**src/rtl/fetch_pkg.sv**
```systemverilog
// Shared types and constants for the instruction-fetch stage.
// Branch-target table contents live here so the LUT and any users agree.
package fetch_pkg;

  typedef enum logic [1:0] {IDLE = 2'd0, RUN = 2'd1, DONE = 2'd2} fetch_state_t;

  localparam logic [3:0] OPCODE_BNE         = 4'b1100;
  localparam logic [8:0] HALT_INSTR_DEFAULT = 9'h1FF;
  localparam int unsigned BRANCH_TGT_W      = 10;

  // Constant branch-target table; unlisted indices resolve to 0.
  function automatic logic [BRANCH_TGT_W-1:0] branch_target(input logic [4:0] idx);
    logic [BRANCH_TGT_W-1:0] tgt;
    case (idx)
      5'd0:    tgt = 10'd4;
      5'd1:    tgt = 10'd12;
      5'd2:    tgt = 10'd40;
      5'd3:    tgt = 10'd7;
      5'd4:    tgt = 10'd100;
      5'd5:    tgt = 10'd200;
      5'd6:    tgt = 10'd15;
      5'd7:    tgt = 10'd1;
      5'd8:    tgt = 10'd300;
      5'd9:    tgt = 10'd511;
      5'd10:   tgt = 10'd64;
      5'd11:   tgt = 10'd1000;
      5'd12:   tgt = 10'd2;
      5'd13:   tgt = 10'd9;
      5'd14:   tgt = 10'd33;
      5'd15:   tgt = 10'd1023;
      default: tgt = 10'd0;
    endcase
    return tgt;
  endfunction

endpackage

```
**src/rtl/fetch_unit_if.sv**
```systemverilog
// Fetch-stage bus: start handshake, instruction memory and decoder-facing signals.
// FETCH_CYCLE_COUNT_EN adds the CycleCt run-length counter output.
interface fetch_unit_if #(
  parameter int unsigned PC_W    = 10,
  parameter int unsigned INSTR_W = 9
);

  logic               Start;
  logic [INSTR_W-1:0] ImemData;
  logic               BranchTaken;
  logic [PC_W-1:0]    ImemAddr;
  logic [INSTR_W-1:0] Instr;
  logic [3:0]         Opcode;
  logic               Valid;
  logic               Done;
`ifdef FETCH_CYCLE_COUNT_EN
  logic [15:0]        CycleCt;

  modport master (
    input  Start, ImemData, BranchTaken,
    output ImemAddr, Instr, Opcode, Valid, Done, CycleCt
  );

  modport slave (
    output Start, ImemData, BranchTaken,
    input  ImemAddr, Instr, Opcode, Valid, Done, CycleCt
  );
`else
  modport master (
    input  Start, ImemData, BranchTaken,
    output ImemAddr, Instr, Opcode, Valid, Done
  );

  modport slave (
    output Start, ImemData, BranchTaken,
    input  ImemAddr, Instr, Opcode, Valid, Done
  );
`endif

endinterface

```
**src/rtl/fetch_unit_branch_lut.sv**
```systemverilog
// Combinational branch-target lookup: LUT index from the instruction -> PC target.
module branch_lut
  import fetch_pkg::*;
#(
  parameter int unsigned LUT_IDX_W = 5,
  parameter int unsigned PC_W      = 10
) (
  input  logic [LUT_IDX_W-1:0] idx_i,
  output logic [PC_W-1:0]      target_o
);

  always_comb begin
    target_o = PC_W'(branch_target(5'(idx_i)));
  end

endmodule

```
**src/rtl/fetch_unit.sv**
```systemverilog
// Instruction-fetch stage: PC register, IDLE/RUN/DONE sequencer, Start edge detect.
// Define FETCH_CYCLE_COUNT_EN to add the saturating RUN-cycle counter (CycleCt).
module fetch_unit
  import fetch_pkg::*;
#(
  parameter int unsigned        PC_W       = 10,
  parameter int unsigned        INSTR_W    = 9,
  parameter int unsigned        LUT_IDX_W  = 5,
  parameter logic [PC_W-1:0]    START_ADDR = '0,
  parameter logic [INSTR_W-1:0] HALT_INSTR = INSTR_W'(HALT_INSTR_DEFAULT)
) (
  input  logic         Clk,
  input  logic         Reset,
  fetch_unit_if.master bus
);

  localparam logic [1:0] S_IDLE = 2'(IDLE);
  localparam logic [1:0] S_RUN  = 2'(RUN);
  localparam logic [1:0] S_DONE = 2'(DONE);

  logic [1:0]         state_q, state_d;
  logic [PC_W-1:0]    pc_q, pc_d;
  logic               start_q;
  logic               done_q, done_d;
  logic               start_rise_c;
  logic               is_halt_c;
  logic               valid_c;
  logic [INSTR_W-1:0] instr_c;
  logic [PC_W-1:0]    lut_target_c;

  assign start_rise_c = bus.Start & ~start_q;
  assign is_halt_c    = (bus.ImemData == HALT_INSTR);
  // The HALT word itself is never presented as a live instruction.
  assign valid_c      = (state_q == S_RUN) && !is_halt_c;
  assign instr_c      = valid_c ? bus.ImemData : '0;

  branch_lut #(
    .LUT_IDX_W (LUT_IDX_W),
    .PC_W      (PC_W)
  ) u_branch_lut (
    .idx_i    (instr_c[LUT_IDX_W-1:0]),
    .target_o (lut_target_c)
  );

  // Next-state and next-PC selection; HALT outranks a same-cycle branch.
  always_comb begin
    state_d = state_q;
    pc_d    = pc_q;
    done_d  = done_q;
    case (state_q)
      S_RUN: begin
        if (is_halt_c) begin
          state_d = S_DONE;
          done_d  = 1'b1;
        end else if (bus.BranchTaken) begin
          pc_d = lut_target_c;
        end else begin
          pc_d = pc_q + PC_W'(1);
        end
      end
      default: begin
        if (start_rise_c) begin
          state_d = S_RUN;
          pc_d    = START_ADDR;
          done_d  = 1'b0;
        end
      end
    endcase
  end

  always_ff @(posedge Clk) begin
    if (!Reset) begin
      state_q <= S_IDLE;
      pc_q    <= '0;
      start_q <= 1'b0;
      done_q  <= 1'b0;
    end else begin
      state_q <= state_d;
      pc_q    <= pc_d;
      start_q <= bus.Start;
      done_q  <= done_d;
    end
  end

  assign bus.ImemAddr = pc_q;
  assign bus.Instr    = instr_c;
  assign bus.Opcode   = instr_c[8:5];
  assign bus.Valid    = valid_c;
  assign bus.Done     = done_q;

`ifdef FETCH_CYCLE_COUNT_EN
  logic [15:0] cyc_q, cyc_d;

  always_comb begin
    cyc_d = cyc_q;
    if (state_q == S_RUN) begin
      if (cyc_q != 16'hFFFF) begin
        cyc_d = cyc_q + 16'd1;
      end
    end else if (start_rise_c) begin
      cyc_d = '0;
    end
  end

  always_ff @(posedge Clk) begin
    if (!Reset) begin
      cyc_q <= '0;
    end else begin
      cyc_q <= cyc_d;
    end
  end

  assign bus.CycleCt = cyc_q;
`endif

endmodule

```
**src/flat_wrapper.sv**
```systemverilog
// flat-port wrapper written by rule: the top's interface ports become plain ports
module fetch_unit_flat import fetch_pkg::*;
#(
  parameter int unsigned        PC_W       = 10,
  parameter int unsigned        INSTR_W    = 9,
  parameter int unsigned        LUT_IDX_W  = 5,
  parameter logic [PC_W-1:0]    START_ADDR = '0,
  parameter logic [INSTR_W-1:0] HALT_INSTR = INSTR_W'(HALT_INSTR_DEFAULT)
)
  (Clk, Reset, bus_Start, bus_ImemData, bus_BranchTaken, bus_ImemAddr, bus_Instr, bus_Opcode, bus_Valid, bus_Done);
  fetch_unit_if #(.PC_W(PC_W), .INSTR_W(INSTR_W)) bus_i ();
  input  logic Clk;
  input  logic Reset;
  input wire logic [$bits(bus_i.Start)-1:0] bus_Start;
  input wire logic [$bits(bus_i.ImemData)-1:0] bus_ImemData;
  input wire logic [$bits(bus_i.BranchTaken)-1:0] bus_BranchTaken;
  output wire logic [$bits(bus_i.ImemAddr)-1:0] bus_ImemAddr;
  output wire logic [$bits(bus_i.Instr)-1:0] bus_Instr;
  output wire logic [$bits(bus_i.Opcode)-1:0] bus_Opcode;
  output wire logic [$bits(bus_i.Valid)-1:0] bus_Valid;
  output wire logic [$bits(bus_i.Done)-1:0] bus_Done;
  assign bus_i.Start = bus_Start;
  assign bus_i.ImemData = bus_ImemData;
  assign bus_i.BranchTaken = bus_BranchTaken;
  assign bus_ImemAddr = bus_i.ImemAddr;
  assign bus_Instr = bus_i.Instr;
  assign bus_Opcode = bus_i.Opcode;
  assign bus_Valid = bus_i.Valid;
  assign bus_Done = bus_i.Done;
  fetch_unit #(.PC_W(PC_W), .INSTR_W(INSTR_W), .LUT_IDX_W(LUT_IDX_W), .START_ADDR(START_ADDR), .HALT_INSTR(HALT_INSTR)) u_core (.Clk(Clk), .Reset(Reset), .bus(bus_i));
endmodule
```
**config.mk**
```make
export PLATFORM = sky130hd
export DESIGN_NAME = fetch_unit_flat
export DESIGN_NICKNAME = d
export VERILOG_FILES = /design/src/rtl/fetch_pkg.sv /design/src/rtl/fetch_unit_if.sv /design/src/rtl/fetch_unit_branch_lut.sv /design/src/rtl/fetch_unit.sv /design/src/flat_wrapper.sv
export SDC_FILE = /design/constraint.sdc
export NUM_CORES = 1
export LEC_CHECK = 0
export ABC_AREA = 0
export BUFFER_PORTS_ARGS = -buffer_cell sky130_fd_sc_hd__buf_2
export CAP_MARGIN = 0
export CORE_UTILIZATION = 41
export DETAILED_ROUTE_END_ITERATION = 10
export PLACE_DENSITY = 0.78
export SLEW_MARGIN = 20
export SYNTH_ARGS = -nofsm -noshare
export SYNTH_HDL_FRONTEND = slang
export SYNTH_SLANG_ARGS = --single-unit
```
**constraint.sdc**
```tcl
create_clock -name Clk -period 4.21 [get_ports Clk]
set_input_delay 0 -clock Clk [delete_from_list [all_inputs] [get_ports Clk]]
set_output_delay 0 -clock Clk [all_outputs]
set_load 0.01 [all_outputs]
```
=== After elaboration in Yosys (flattened, before gate mapping) ===
Memories as Yosys holds them, arrays and structs flattened.
Index checks and enable logic that the tools add are counted.

* Bits in registers: 14
* Memory bits (read-only): 160
* Input port bits: 13
* Output and inout port bits: 25
* Word-level logic and storage cells: 29
* Memories: 1

* $add $sub $neg: 1
* Eq/ne operators: 4
* Muxes and demuxes: 12
* Bitwise gates (word level): 2
* Reduce and logical (&&, ||, !) cells: 5

{| class="wikitable"
|+ Memories
! memory !! depth !! width !! rd ports !! clocked after Yosys merged registers in !! wr ports !! RTL line !! RTL
|-
| (name not given) || 16 || 10 || 1 || 0 || 0 || fetch_pkg.sv:14 || <nowiki>case (idx)</nowiki>
|}

{| class="wikitable"
|+ Operators by type and width
! cell !! count
|-
| 2-to-1 mux 10 bit || 5
|-
| adder 10 x 1 -> 10 bit (second input constant) || 1
|-
| == test 9 bit (second input constant) || 1
|-
| 2-to-1 mux 9 bit || 1
|-
| 2-to-1 mux 2 bit || 3
|-
| AND reduction 2 bit || 2
|-
| 2-to-1 mux 1 bit || 3
|-
| == test 2 x 1 -> 1 bit (second input constant) || 1
|-
| != test 2 x 1 -> 1 bit (second input constant) || 1
|-
| != test 2 bit (second input constant) || 1
|-
| nonzero test 2 bit || 1
|-
| AND 1 bit || 1
|-
| logical AND 1 bit || 1
|-
| logical NOT 1 bit || 1
|-
| inverter 1 bit || 1
|}

=== Longest topological paths before layout ===
An unclocked memory read counts as a cell.

* Depth in word-level cells: 9
* Depth in mapped cells: 14
* Depth with buffers taken out: 12

=== Modules after synthesis ===
From an unflattened synthesis, not the netlist that was laid out.

* Cells, all modules: 164
* Area, all modules: 1301.2 um2

{| class="wikitable"
|+ By module, submodules not included
! module !! instances !! cells an instance !! area an instance (um2) !! sequential area each (um2)
|-
| fetch_unit || 1 || 118 || 943.4 || 260.2
|-
| branch_lut || 1 || 46 || 357.8 || 0.0
|}

=== Least setup slack after synthesis ===
OpenSTA, ideal clock, no wires.

* Kind: flip-flop to flip-flop
* From: register u_core.state_q[1]
* To: register u_core.pc_q[6], in the netlist u_core.bus.ImemAddr[6]
* Setup time: 74 ps
* Arrival time: 2440 ps
* Required time: 4136 ps
* Slack: 1696 ps
* Stages on the path, launching flop included: 13
* Path buffers: 1
* Period minus slack after synthesis: 2514 ps
* Path through: dfxtp_1 and2b_1 or2b_1 inv_2 buf_2 nand2_1 inv_1 ha_1 and2_1 o21ai_0 o31a_1 o32a_1 o21ai_0

* Cells in the longest elaborated chain, start to end: 8
* Elaborated cells on any way between the ends: 11
* Classes of those cells: 2 x eq/ne; 5 x mux; 3 x reduce/logical; 1 x memory

{| class="wikitable"
|+ RTL lines
! item !! RTL line !! RTL
|-
| start: declaration || fetch_unit.sv:21 || <nowiki>logic [1:0] state_q, state_d;</nowiki>
|-
| start signal: assignment || fetch_unit.sv:78 || <nowiki>state_q <= state_d;</nowiki>
|-
| == test 2 x 1 -> 1 bit || fetch_unit.sv:34 || <nowiki>assign valid_c = (state_q == S_RUN) && !is_halt_c;</nowiki>
|-
| logical AND 1 bit || fetch_unit.sv:34 ||
|-
| via bus_Valid || flat_wrapper.sv:20 || <nowiki>output wire logic [$bits(bus_i.Valid)-1:0] bus_Valid;</nowiki>
|-
| 2-to-1 mux 9 bit || fetch_unit.sv:35 || <nowiki>assign instr_c = valid_c ? bus.ImemData : '0;</nowiki>
|-
| via bus_Instr[0] || flat_wrapper.sv:18 || <nowiki>output wire logic [$bits(bus_i.Instr)-1:0] bus_Instr;</nowiki>
|-
| memory (16 x 10 bit) || -- ||
|-
| 2-to-1 mux 10 bit || fetch_pkg.sv:14 ||
|-
| 2-to-1 mux 10 bit || fetch_unit.sv:55 || <nowiki>end else if (bus.BranchTaken) begin</nowiki>
|-
| 2-to-1 mux 10 bit || fetch_unit.sv:52 || <nowiki>if (is_halt_c) begin</nowiki>
|-
| 2-to-1 mux 10 bit || fetch_unit.sv:50 || <nowiki>case (state_q)</nowiki>
|-
| end signal: assignment || fetch_unit.sv:79 || <nowiki>pc_q <= pc_d;</nowiki>
|-
| end: declaration || fetch_unit.sv:22 || <nowiki>logic [PC_W-1:0] pc_q, pc_d;</nowiki>
|}

The timed path passes the listed nets, and every way through them passes these cells. The select of a mux whose other input is x is not followed.
A chain may end at the register's enable or synchronous reset.

=== Worst setup path after layout ===
* From: register u_core.state_q[1]
* To: register u_core.pc_q[6], in the netlist u_core.bus.ImemAddr[6]

* Cells in the longest elaborated chain, start to end: 8
* Elaborated cells on any way between the ends: 11
* Classes of those cells: 2 x eq/ne; 5 x mux; 3 x reduce/logical; 1 x memory

{| class="wikitable"
|+ RTL lines
! item !! RTL line
|-
| == test 2 x 1 -> 1 bit (*) || fetch_unit.sv:34, fetch_unit.sv:50
|-
| logical AND 1 bit || fetch_unit.sv:34
|-
| 2-to-1 mux 9 bit || fetch_unit.sv:35
|-
| memory (16 x 10 bit) || --
|-
| 2-to-1 mux 10 bit || fetch_pkg.sv:14
|-
| 2-to-1 mux 10 bit || fetch_unit.sv:55
|-
| 2-to-1 mux 10 bit || fetch_unit.sv:52
|-
| 2-to-1 mux 10 bit || fetch_unit.sv:50
|}

Every way passes the cells marked *; elsewhere a longest branch is shown, timed or not. The select of a mux whose other input is x is not followed.

==> results.json <==
{
  "status": "finished clean",
  "p_leak_uw": 0.000625,
  "postPlaceCellArea_um2": 1350,
  "synth-async-reset-ratio_pct": 0,
  "synth-edff-count": 0,
  "cts_resized": 0,
  "synth_area_um2": 1190,
  "post-route-drc-count": 0,
  "grt_pass1_wl_mm": 5.08,
  "num_vias": 1312,
  "worstMarginPinSlew_ns": 0.434,
  "yosys_register_bits": 13,
  "insertedDiodeCount": 0,
  "rows": 19,
  "criticalPathCategory": "flip-flop to flip-flop",
  "numCtsBuffers": 3,
  "drtIter0Drc": 52,
  "wl_per_cell_um": 14.2,
  "period_share_pct": 68.4,
  "clockBufferDepth": 2,
  "final_common_cell": "buf_2",
  "grt_pass1_vias": 1133,
  "hold_viol": 0,
  "core_um2": 2760,
  "layout-area-overhead-vs-synth_pct": 15.7,
  "ir_drop_mv": 0.178,
  "ys_seq_area_share_pct": 21.8,
  "cp_data_required_time_ns": 4.42,
  "final_area_um2": 1380,
  "skew_ns": 0.00884,
  "grt_util_all_layers_pct": 20.1,
  "fmax_mhz": 347,
  "fp.dieArea_um2": 3130,
  "crit_path_max_fanout": 19,
  "period_minus_slack_ns": 2.88,
  "hp-class": "input port to flip-flop",
  "whs_path_depth": 2,
  "arrival_ns": 3.09,
  "io_pins": 38,
  "mostFrequentLayoutCells": "buf_2, o21ai_0, nand3_1",
  "start_util_pct": 43.3,
  "finalMaxSlewViolations": 0,
  "dr.pass1.iters": 4,
  "timing.hold.ws_ns": 0.104,
  "worstReg2RegEnd": "u_core.bus.ImemAddr[6]$_SDFFE_PN0P_",
  "cts.sinks": 13,
  "synth_cell_types": 40,
  "rrSetupSlack_ns": 1.33,
  "synth_nets": 183,
  "grt_max_degree": 23,
  "crit_path_start_kind": "flip-flop",
  "drive_gt1_share_pct": 22.9,
  "synth_area_per_cell_um2": 7.32,
  "min_to": "u_core.bus.ImemAddr[9]$_SDFFE_PN0P_",
  "gp_congestion": 0.958,
  "postCtsSetupBuffers": 0,
  "wirelength_mm": 3.18,
  "clk_latency_ns": 0.28,
  "drv_cap": 0,
  "reg2reg_from": "u_core.state_q[1]$_SDFFE_PN0P_",
  "min_from": "Reset",
  "final_antenna_net_count": 0,
  "cts-root-buf": "clkbuf_4",
  "relSlewSlack_pct": 71.0,
  "cts_tree": "built",
  "power_density_nw_per_um2": 213,
  "tns_ns": 0,
  "ys.flop_type": "dfxtp_1",
  "place.port_buffers": 37,
  "reg2regPathDepth": 11,
  "endpoint_kind": "flip-flop",
  "dpl.hpwl_mm": 2.38,
  "rsz0062_at_grt": "no",
  "vias_per_cell": 5.88,
  "yosys_warnings": 0,
  "antenna_found_initial": 0,
  "nets": 213,
  "path_clk_slew_ns": 0.09,
  "syn_inst": 163,
  "setup_viol": 0,
  "grt_overflow_total": 0,
  "cts.htree.levels": 1,
  "dieHeight_um": 56.0,
  "die_w_um": 56.0
}
[report_power, final]
part | switching [uW] | internal (uW) | leakage (uW) | total [uW]
Clock | 45.1 | 36.8 | 0.0000150 | 81.9
Sequential | 4.57 | 127 | 0.000106 | 132
Combinational | 50.9 | 29.4 | 0.000504 | 80.3
[how the worst max path moves through the flow]
stage	start	end	slack, ns	depth (start not counted)
global route	u_core.state_q[1]$_SDFFE_PN0P_	u_core.bus.ImemAddr[6]$_SDFFE_PN0P_	1.11	11
floorplan	u_core.state_q[1]$_SDFFE_PN0P_	u_core.bus.ImemAddr[6]$_SDFFE_PN0P_	1.70	12
global placement	u_core.state_q[1]$_SDFFE_PN0P_	u_core.bus.ImemAddr[6]$_SDFFE_PN0P_	1.56	11
CTS	u_core.state_q[1]$_SDFFE_PN0P_	u_core.bus.ImemAddr[6]$_SDFFE_PN0P_	1.35	11
detailed placement	u_core.state_q[1]$_SDFFE_PN0P_	u_core.bus.ImemAddr[6]$_SDFFE_PN0P_	1.38	11
finish	u_core.state_q[1]$_SDFFE_PN0P_	u_core.bus.ImemAddr[6]$_SDFFE_PN0P_	1.33	11
[state kept, by name (all words and copies together) (netlist names)]
name                 count
u_core.state_q           2
u_core.start_q           1
u_core.bus.ImemAddr     10
[Yosys cell counts, drive strengths merged (2+ instances only)]
library cell | number | area [um2]
and2 | 7 | 43.8
or2b | 2 | 15.0
xnor2 | 2 | 17.5
o31a | 2 | 17.5
nand4 | 6 | 43.8
and3 | 2 | 12.5
nor2 | 8 | 30.0
o211ai | 2 | 15.0
a21oi | 5 | 25.0
inv | 8 | 30.0
nand3 | 15 | 75.1
xor2 | 3 | 26.3
buf | 9 | 57.6
nor2b | 8 | 50.1
o2111ai | 4 | 35.0
nor4 | 2 | 12.5
o21ai | 17 | 85.1
nor3 | 2 | 21.3
nand2b | 4 | 25.0
o22ai | 2 | 12.5
dfxtp | 13 | 260
a31oi | 2 | 12.5
clkbuf | 4 | 15.0
nand2 | 14 | 52.6
a21boi | 3 | 22.5
ha | 7 | 87.6
[timing repair]
item                                    in CTS  in global routing
endpoints found under the setup margin       0                  0
endpoints found under the hold margin        1                  0
hold buffers                                 1                  0
[routing by layer]
layer | track usage [%] | vias up | wire length (um) | part of all wire [%]
met5 | 0 | - | 0 | 0
met4 | 4.18 | 0 | 42 | 1.3
met3 | 4.88 | 6 | 289 | 9.1
met2 | 33.6 | 68 | 1460 | 46
met1 | 26.5 | 594 | 1390 | 44
li1 | - | 644 | - | -
[cells by family (layout without fill, tap and decap cells)]
group | after synthesis | in the layout | synth area share [%]
AO/OA/AOI/OAI | 42 | 42 | 22.5
XOR/XNOR | 5 | 5 | 3.67
adder cells (fa/ha/maj) | 7 | 7 | 7.34
buffers and inverters | 21 | 50 | 8.60
flip-flops | 13 | 13 | 21.8
multiplexers | 1 | 1 | 0.839
AND/OR/NAND/NOR | 74 | 74 | 35.2
[critical path, cell delays in order, from the launching register on]
cell,delay (ns)
dfxtp_1,0.34
and2b_1,0.29
or2b_1,0.42
inv_2,0.29
nand2_1,0.17
inv_1,0.15
ha_1,0.25
and2_1,0.19
o21ai_0,0.10
o31a_1,0.11
o32a_1,0.32
o21ai_0,0.17
[metrics by stage]
step / utilization [%] / setup slack (ns) / total power, uW / std cells
final: 50.1 / 1.33 / 294 / 223
after floorplan: - / 1.70 / 188 / 163
after global routing: 50.1 / 1.11 / 308 / 223
after global placement: 48.8 / 1.56 / 212 / 218
after CTS: 50.1 / 1.35 / 296 / 223
after detailed placement: 48.8 / 1.38 / 213 / 218
[cell type report]
class,count,area [um2]
tap,31,38.8
inverter,8,30.0
multi-input combinational,129,831
sequential,13,260
timing repair buffer,38,195
fill,279,1380
clock buffer,4,26.3
No activity file was read; power rests on OpenSTA's default activity.
